$ cat src/rtl/fx_widen_accum.sv
// Widens signed fixed-point samples and accumulates blocks of N_ACC samples with
// saturation. Each finished block sum is presented on a registered valid/ready output.
module fx_widen_accum #(
    parameter int NB_XI  = 9,
    parameter int NBF_XI = 7,
    parameter int NB_XO  = 17,
    parameter int NBF_XO = 10,
    parameter int N_ACC  = 64
) (
    input  logic             i_clk,
    input  logic             i_rst_n,
    input  logic [NB_XI-1:0] i_data,
    input  logic             i_valid,
    output logic             o_ready,
    output logic [NB_XO-1:0] o_data,
    output logic             o_valid,
    input  logic             i_ready,
    output logic             o_sat,
    output logic             o_dbg_state
);

    // Handshake: a transfer happens on a rising edge where valid and ready are both 1;
    // o_ready/o_valid are registered and never depend combinationally on i_valid/i_ready.
    typedef enum logic {
        ST_ACCUM = 1'b0,
        ST_HOLD  = 1'b1
    } state_t;

    localparam int K     = NBF_XO - NBF_XI;
    localparam int CNT_W = $clog2(N_ACC + 1);
    localparam logic [NB_XO-1:0] MAX_VAL = {1'b0, {(NB_XO-1){1'b1}}};
    localparam logic [NB_XO-1:0] MIN_VAL = {1'b1, {(NB_XO-1){1'b0}}};

    state_t             r_state, w_state_nxt;
    logic [NB_XO-1:0]   r_acc, w_acc_nxt;
    logic [CNT_W-1:0]   r_cnt, w_cnt_nxt;
    logic               r_sticky, w_sticky_nxt;
    logic               r_ready, w_ready_nxt;
    logic               r_valid, w_valid_nxt;
    logic [NB_XO-1:0]   r_data, w_data_nxt;
    logic               r_sat, w_sat_nxt;

    logic signed [NB_XO-1:0] w_ext;
    logic signed [NB_XO-1:0] w_wide;
    logic [NB_XO:0]          w_sum;
    logic                    w_ovf;
    logic [NB_XO-1:0]        w_clamped;
    logic                    w_accept;

    assign w_ext  = NB_XO'($signed(i_data));
    assign w_wide = w_ext <<< K;
    // One guard bit: the sum cannot wrap, so the top two bits disagree exactly on overflow.
    assign w_sum  = {r_acc[NB_XO-1], r_acc} + {w_wide[NB_XO-1], w_wide};
    assign w_ovf  = w_sum[NB_XO] ^ w_sum[NB_XO-1];
    assign w_clamped = w_ovf ? (w_sum[NB_XO] ? MIN_VAL : MAX_VAL) : w_sum[NB_XO-1:0];
    assign w_accept  = i_valid & r_ready & (r_state == ST_ACCUM);

    always_ff @(posedge i_clk or negedge i_rst_n) begin
        if (!i_rst_n) begin
            r_state <= ST_ACCUM;
        end else begin
            r_state <= w_state_nxt;
        end
    end

    always_ff @(posedge i_clk or negedge i_rst_n) begin
        if (!i_rst_n) begin
            r_acc    <= '0;
            r_cnt    <= '0;
            r_sticky <= 1'b0;
            r_ready  <= 1'b0;
            r_valid  <= 1'b0;
            r_data   <= '0;
            r_sat    <= 1'b0;
        end else begin
            r_acc    <= w_acc_nxt;
            r_cnt    <= w_cnt_nxt;
            r_sticky <= w_sticky_nxt;
            r_ready  <= w_ready_nxt;
            r_valid  <= w_valid_nxt;
            r_data   <= w_data_nxt;
            r_sat    <= w_sat_nxt;
        end
    end

    always_comb begin
        w_state_nxt  = r_state;
        w_acc_nxt    = r_acc;
        w_cnt_nxt    = r_cnt;
        w_sticky_nxt = r_sticky;
        w_ready_nxt  = r_ready;
        w_valid_nxt  = r_valid;
        w_data_nxt   = r_data;
        w_sat_nxt    = r_sat;
        case (r_state)
            ST_ACCUM: begin
                w_ready_nxt = 1'b1;
                if (w_accept) begin
                    w_acc_nxt    = w_clamped;
                    w_cnt_nxt    = r_cnt + 1'b1;
                    w_sticky_nxt = r_sticky | w_ovf;
                    if (r_cnt == CNT_W'(N_ACC - 1)) begin
                        w_state_nxt = ST_HOLD;
                        w_ready_nxt = 1'b0;
                        w_valid_nxt = 1'b1;
                        w_data_nxt  = w_clamped;
                        w_sat_nxt   = r_sticky | w_ovf;
                    end
                end
            end
            ST_HOLD: begin
                if (i_ready) begin
                    w_state_nxt  = ST_ACCUM;
                    w_acc_nxt    = '0;
                    w_cnt_nxt    = '0;
                    w_sticky_nxt = 1'b0;
                    w_valid_nxt  = 1'b0;
                    w_ready_nxt  = 1'b1;
                end
            end
            default: w_state_nxt = ST_ACCUM;
        endcase
    end

    assign o_ready     = r_ready;
    assign o_valid     = r_valid;
    assign o_data      = r_data;
    assign o_sat       = r_sat;
    assign o_dbg_state = r_state;

endmodule

$ cat config.mk
export PLATFORM = sky130hd
export DESIGN_NAME = fx_widen_accum
export DESIGN_NICKNAME = d
export VERILOG_FILES = /design/src/rtl/fx_widen_accum.sv
export SDC_FILE = /design/constraint.sdc
export NUM_CORES = 1
export LEC_CHECK = 0
export CAP_MARGIN = 20
export CORE_MARGIN = 1.5
export CORE_UTILIZATION = 34
export DETAILED_ROUTE_END_ITERATION = 8
export SLEW_MARGIN = 20
export SYNTH_ARGS = -nofsm -noshare
export SYNTH_HDL_FRONTEND = slang
export SYNTH_SLANG_ARGS = --single-unit
$ cat constraint.sdc
create_clock -name i_clk -period 3.45 [get_ports i_clk]
set_input_delay 0.8625 -clock i_clk [delete_from_list [all_inputs] [get_ports i_clk]]
set_output_delay 0.8625 -clock i_clk [all_outputs]
set_load 0.005 [all_outputs]
Word level (Yosys, flattened, before mapping) --
Cells that the tools add are included.
Storage, ports and cells: output and inout port bits 21, input bits 13, register bits after elaboration 46
Cells by class: $add $sub $neg 2, equality and inequality tests 4, bitwise operators 5, reduce and logical (&&, ||, !) cells 3, muxes and demuxes 22
Operators by type and width (number):
- $mux W17 | 4
- $pmux W17 S2 | 1
- $add A17 B12 Y18 | 1
- $mux W7 | 2
- $pmux W7 S2 | 1
- $mux W1 | 10
- $pmux W1 S2 | 4
- $add A7 B1 Y7 const B | 1
- $eq A7 B6 Y1 const B | 1
- $reduce_and A3 Y1 | 2
- $ne A2 B2 Y1 const B | 2
- $and A1 B1 Y1 | 2
- $ne A2 B1 Y1 const B | 1
- $reduce_and A2 Y1 | 1
- $not A1 Y1 | 1
- $or A1 B1 Y1 | 1
- $xor A1 B1 Y1 | 1

Logic depth before layout (Yosys ltp) --
depth after elaboration 5, depth in mapped cells 10, gate-level depth less buffers 9

Worst setup path before layout --
Ideal clock, no wire load.
path kind input to register, from input i_data[0], to register r_acc[14], stages on the path 10, data arrival time 3.136 ns, slack 0.172 ns, required time 3.308 ns, path buffers 1, path through ha_1 fa_1 a211o_1 a21o_1 o211a_2 o32a_4 buf_6 a21o_2 a32oi_1 a21oi_1
On the way: longest elaborated chain between the ends 5, elaborated cells between the ends (all ways) 6, classes of those cells 1 x add/sub; 4 x mux; 1 x bitwise
Ends and longest elaborated chain:
- start: declaration | RTL line 12 | input logic [NB_XI-1:0] i_data,
- $add A17 B12 Y18 * | RTL line 53 | assign w_sum = {r_acc[NB_XO-1], r_acc} + {w_wide[NB_XO-1], w_wide};
- $mux W17 or $xor A1 B1 Y1 (tied branches) | RTL line 55, 54
- $mux W17 * | RTL line 55 | assign w_clamped = w_ovf ? (w_sum[NB_XO] ? MIN_VAL : MAX_VAL) : w_sum[NB_XO-1:0];
- $mux W17 * | RTL line 98 | if (w_accept) begin
- $pmux W17 S2 * | RTL line 95 | case (r_state)
- end signal: assignment | RTL line 76 | r_acc <= w_acc_nxt;
- end: declaration | RTL line 35 | logic [NB_XO-1:0] r_acc, w_acc_nxt;
Every way passes the cells marked *; elsewhere a longest branch is shown, timed or not. The select of a mux whose other input is x is not followed. A chain may end at the register's enable or synchronous reset.

Worst setup path in the final report --
from input i_data[0], to register r_acc[10]
Same word-level chain as after synthesis.

==> run metrics <==
largest net degree at the start of global routing=47; Yosys reg bits=46; number of synthesized flops with an enable pin=0; htree depth=2; layout cells sized above 1=0.214; vias=2,600; Commonest cells post-synth=dfrtp_1, nand2_1, nor2_1; total track usage=0.170; hpwl dp=between 5000 and 6000 um; drt total wl=7550 um; CTS Buf Count=5; Slew Viols, Final=0; Post-synth top flop=dfrtp_1; port bufs=33; leakage=approximately 0.0017 uW; Clock Tree Buf Depth=2; Internal=2060 uW; Crit-path slowest cell=o32a_4; Ant. Diodes=0; register area=approximately 0.0012 mm2; final global-route overflow total=0; Setup Crit Path Kind=in -> reg; CP endpoint kind=register; post-layout util=0.458; Area growth syn-to-layout=28.9%; CP max stage delay=roughly 0.42 ns; max-slew headroom at the worst pin=0.604; Initial DRC Count=just under 100; unrepaired setup endpoints after global routing=no; wire length per cell=15.2 um; FMAX=~300 MHz; Mean Syn Cell Area=between 9 and 10 um2; Die H=between 90 and 100 um; Antenna Nets Post-Route=0; Buf/Inv on CP=1; most frequent cell after synthesis=dfrtp_1; row count=33; RePlAce Congestion=slightly below 0.9; Psw=between 1500 and 2000 uW; CP top delay family=compound AO/OA/AOI/OAI gates; DR vias/cell=5.22; max-cap viol count=0; Cell Area, Synth=just under 0.003 mm2; Hold Fails Final Rpt=0; Synth area leaders=dfrtp_1, ha_1, nand2_1, o21ai_0, a21oi_1; Net Sw Frac=0.445; cell breakdown of the critical path=clkdlybuf4s50_1 -> ha_2 -> fa_2 -> a211o_1 -> a21o_1 -> o211a_2 -> o32a_4 -> maj3_2 -> mux2i_2 -> o21ai_0; Comb pwr share=0.693; clock share of power=0.094; fillcell total=822; DP Area=roughly 0.0037 mm2; I/O pins=34; Min-Delay Path Class=reg -> reg; WHS=slightly below 0.5 ns; crit-path max FO=5; startpoint types=input port; DRC viols=0; Max VDD drop=approximately 0.31 mV; final period utilization=0.966; Pwr Density=a little under 1000 mW/mm2; Tot Pwr=about 3700 uW; Die ar.=just over 0.009 mm2; Non-Filler Instances=~500; vias in the first global route=~2.5k; core area=0.00834 mm2; Syn Nets=356; fin crit period=~3.3 ns; Seq/Total Area, Yosys=0.389; global-route wire length before repair=roughly 12,000 um; initial antenna violation count=0; Synth area leader=dfrtp_1; CTS tree=done; Slew @ Worst Pin=just under 0.6 ns; Total Nets Final=roughly 420; arrival time at the worst endpoint=approximately 3.5 ns; DRT Pass-1 Iters=4; Finished Cell Area=between 0.003 and 0.004 mm2; Clk Tree Root Cell=clkbuf_8; Final Skew=between 0.006 and 0.007 ns; Flop pwr share=0.214; Async S/R FF share, synth=1.00; final setup fails=0; # Post-CTS Setup Buffers=0; top cell type's share of synthesized area=0.389; Synth warnings=0; multi-input logic area=about 0.0018 mm2; # placed instances=489; die width=96.4 um; Req. time, crit path=~3.6 ns; Clk Latency, worst-skew pair=roughly 0.30 ns; cells after synthesis=roughly 330; initial core utilization=0.355; status=complete, no violations; clock net sink count=46; Reg clk slew, reported paths=0.09 ns; Yosys cell types=55
-- power by group through the flow --
stage,Sequential (uW),Combinational [uW],Clock [uW]
after floorplan,758,1710,0
after global placement,800,2370,0
after CTS,795,2430,359
after detailed placement,805,2400,0
after global routing,811,2840,380
final,792,2570,347
-- cells by family (layout without fill, tap and decap cells) --
group,after synthesis,count (layout),share of synthesized area
buf+inv,18,83,0.0287
xor+xnor,11,11,0.0325
fa+ha+maj,31,31,0.123
mux,2,2,0.00676
compound gates,119,120,0.269
simple gates,100,100,0.151
flops,46,46,0.389
-- cell type report --
type | instances | area share
multi-input cells | 264 | 0.470
clock buffers | 6 | 0.0216
repair buffers | 72 | 0.167
inverters | 3 | 0.00295
well taps | 105 | 0.0344
flip-flops and latches | 46 | 0.301
clock inverters | 2 | 0.00328
-- state kept, by name, summed over array words and instances, names as in the netlist --
name         flops
o_data          17
o_dbg_state      1
o_ready          1
o_sat            1
o_valid          1
r_acc           17
r_cnt            7
r_sticky         1
-- through the flow --
| stage | worst slack [ns] | TNS, ns |
|---|---|---|
| after floorplan | 0.172 | 0 |
| after global placement | -0.314 | -9.09 |
| after detailed placement | -0.343 | -10.15 |
| after CTS | -0.000196 | -0.000196 |
| after global routing | 0.0160 | 0 |
| final | 0.117 | 0 |
-- worst register-to-register path, stage by stage (launching register included) --
cell and delay [ns]:
dfrtp_1 0.40, ha_2 0.19, fa_2 0.34, a211o_1 0.31
a21o_1 0.19, o211a_2 0.16, o32a_4 0.42, maj3_2 0.31
mux2i_2 0.20, o21ai_0 0.11
-- worst paths after layout --
kind | cells past startpoint | slack [ns] | start | to
worst min-delay path | 2 | 0.49 | o_valid$_DFFE_PN0P_ | o_valid$_DFFE_PN0P_
max in group asynchronous | 1 | 2.48 | i_rst_n | r_cnt[0]$_DFFE_PN0P_
worst max register to register | 9 | 0.70 | r_acc[3]$_DFFE_PN0P_ | r_acc[10]$_DFFE_PN0P_
min in group asynchronous | 1 | 0.56 | i_rst_n | r_acc[5]$_DFFE_PN0P_
worst min register to register | 2 | 0.49 | o_valid$_DFFE_PN0P_ | o_valid$_DFFE_PN0P_
worst max-delay path | 10 | 0.12 | i_data[0] | r_acc[10]$_DFFE_PN0P_
-- layout by cell type, fill, tap and decap left out, types with 4 or more instances in the layout --
cell and instances:
dfrtp_1 46, nand2_1 41, buf_4 38, clkdlybuf4s50_1 32, nor2_1 29, o21ai_0 25
a21oi_1 25, ha_1 14, o21ai_1 10, maj3_1 9, nand3_1 8, xor2_1 6
maj3_2 6, clkbuf_8 6, or2_2 5, xnor2_1 5, a21o_1 5, a31oi_1 5
a21boi_0 5, a211oi_1 4, o21a_1 4, o2bb2ai_2 4, o22ai_2 4
-- metal layers --
layer	vias to the layer above	global-route usage	wire, um
met3	12	0.0316	271
met2	47	0.284	3690
met5	-	0	0
li1	1327	-	-
met1	1214	0.227	3470
met4	0	0.0435	115
-- repair_timing --
| item | in CTS | in global routing |
|---|---|---|
| cloned | 0 | 1 |
| hold buffers | 0 | 0 |
| endpoints found under the setup margin | 7 | 33 |
| hold endpoints to repair | 0 | 0 |
| pin swaps | 1 | 4 |
| gates resized for setup | 1 | 13 |
(Power assumes the default switching activity.)
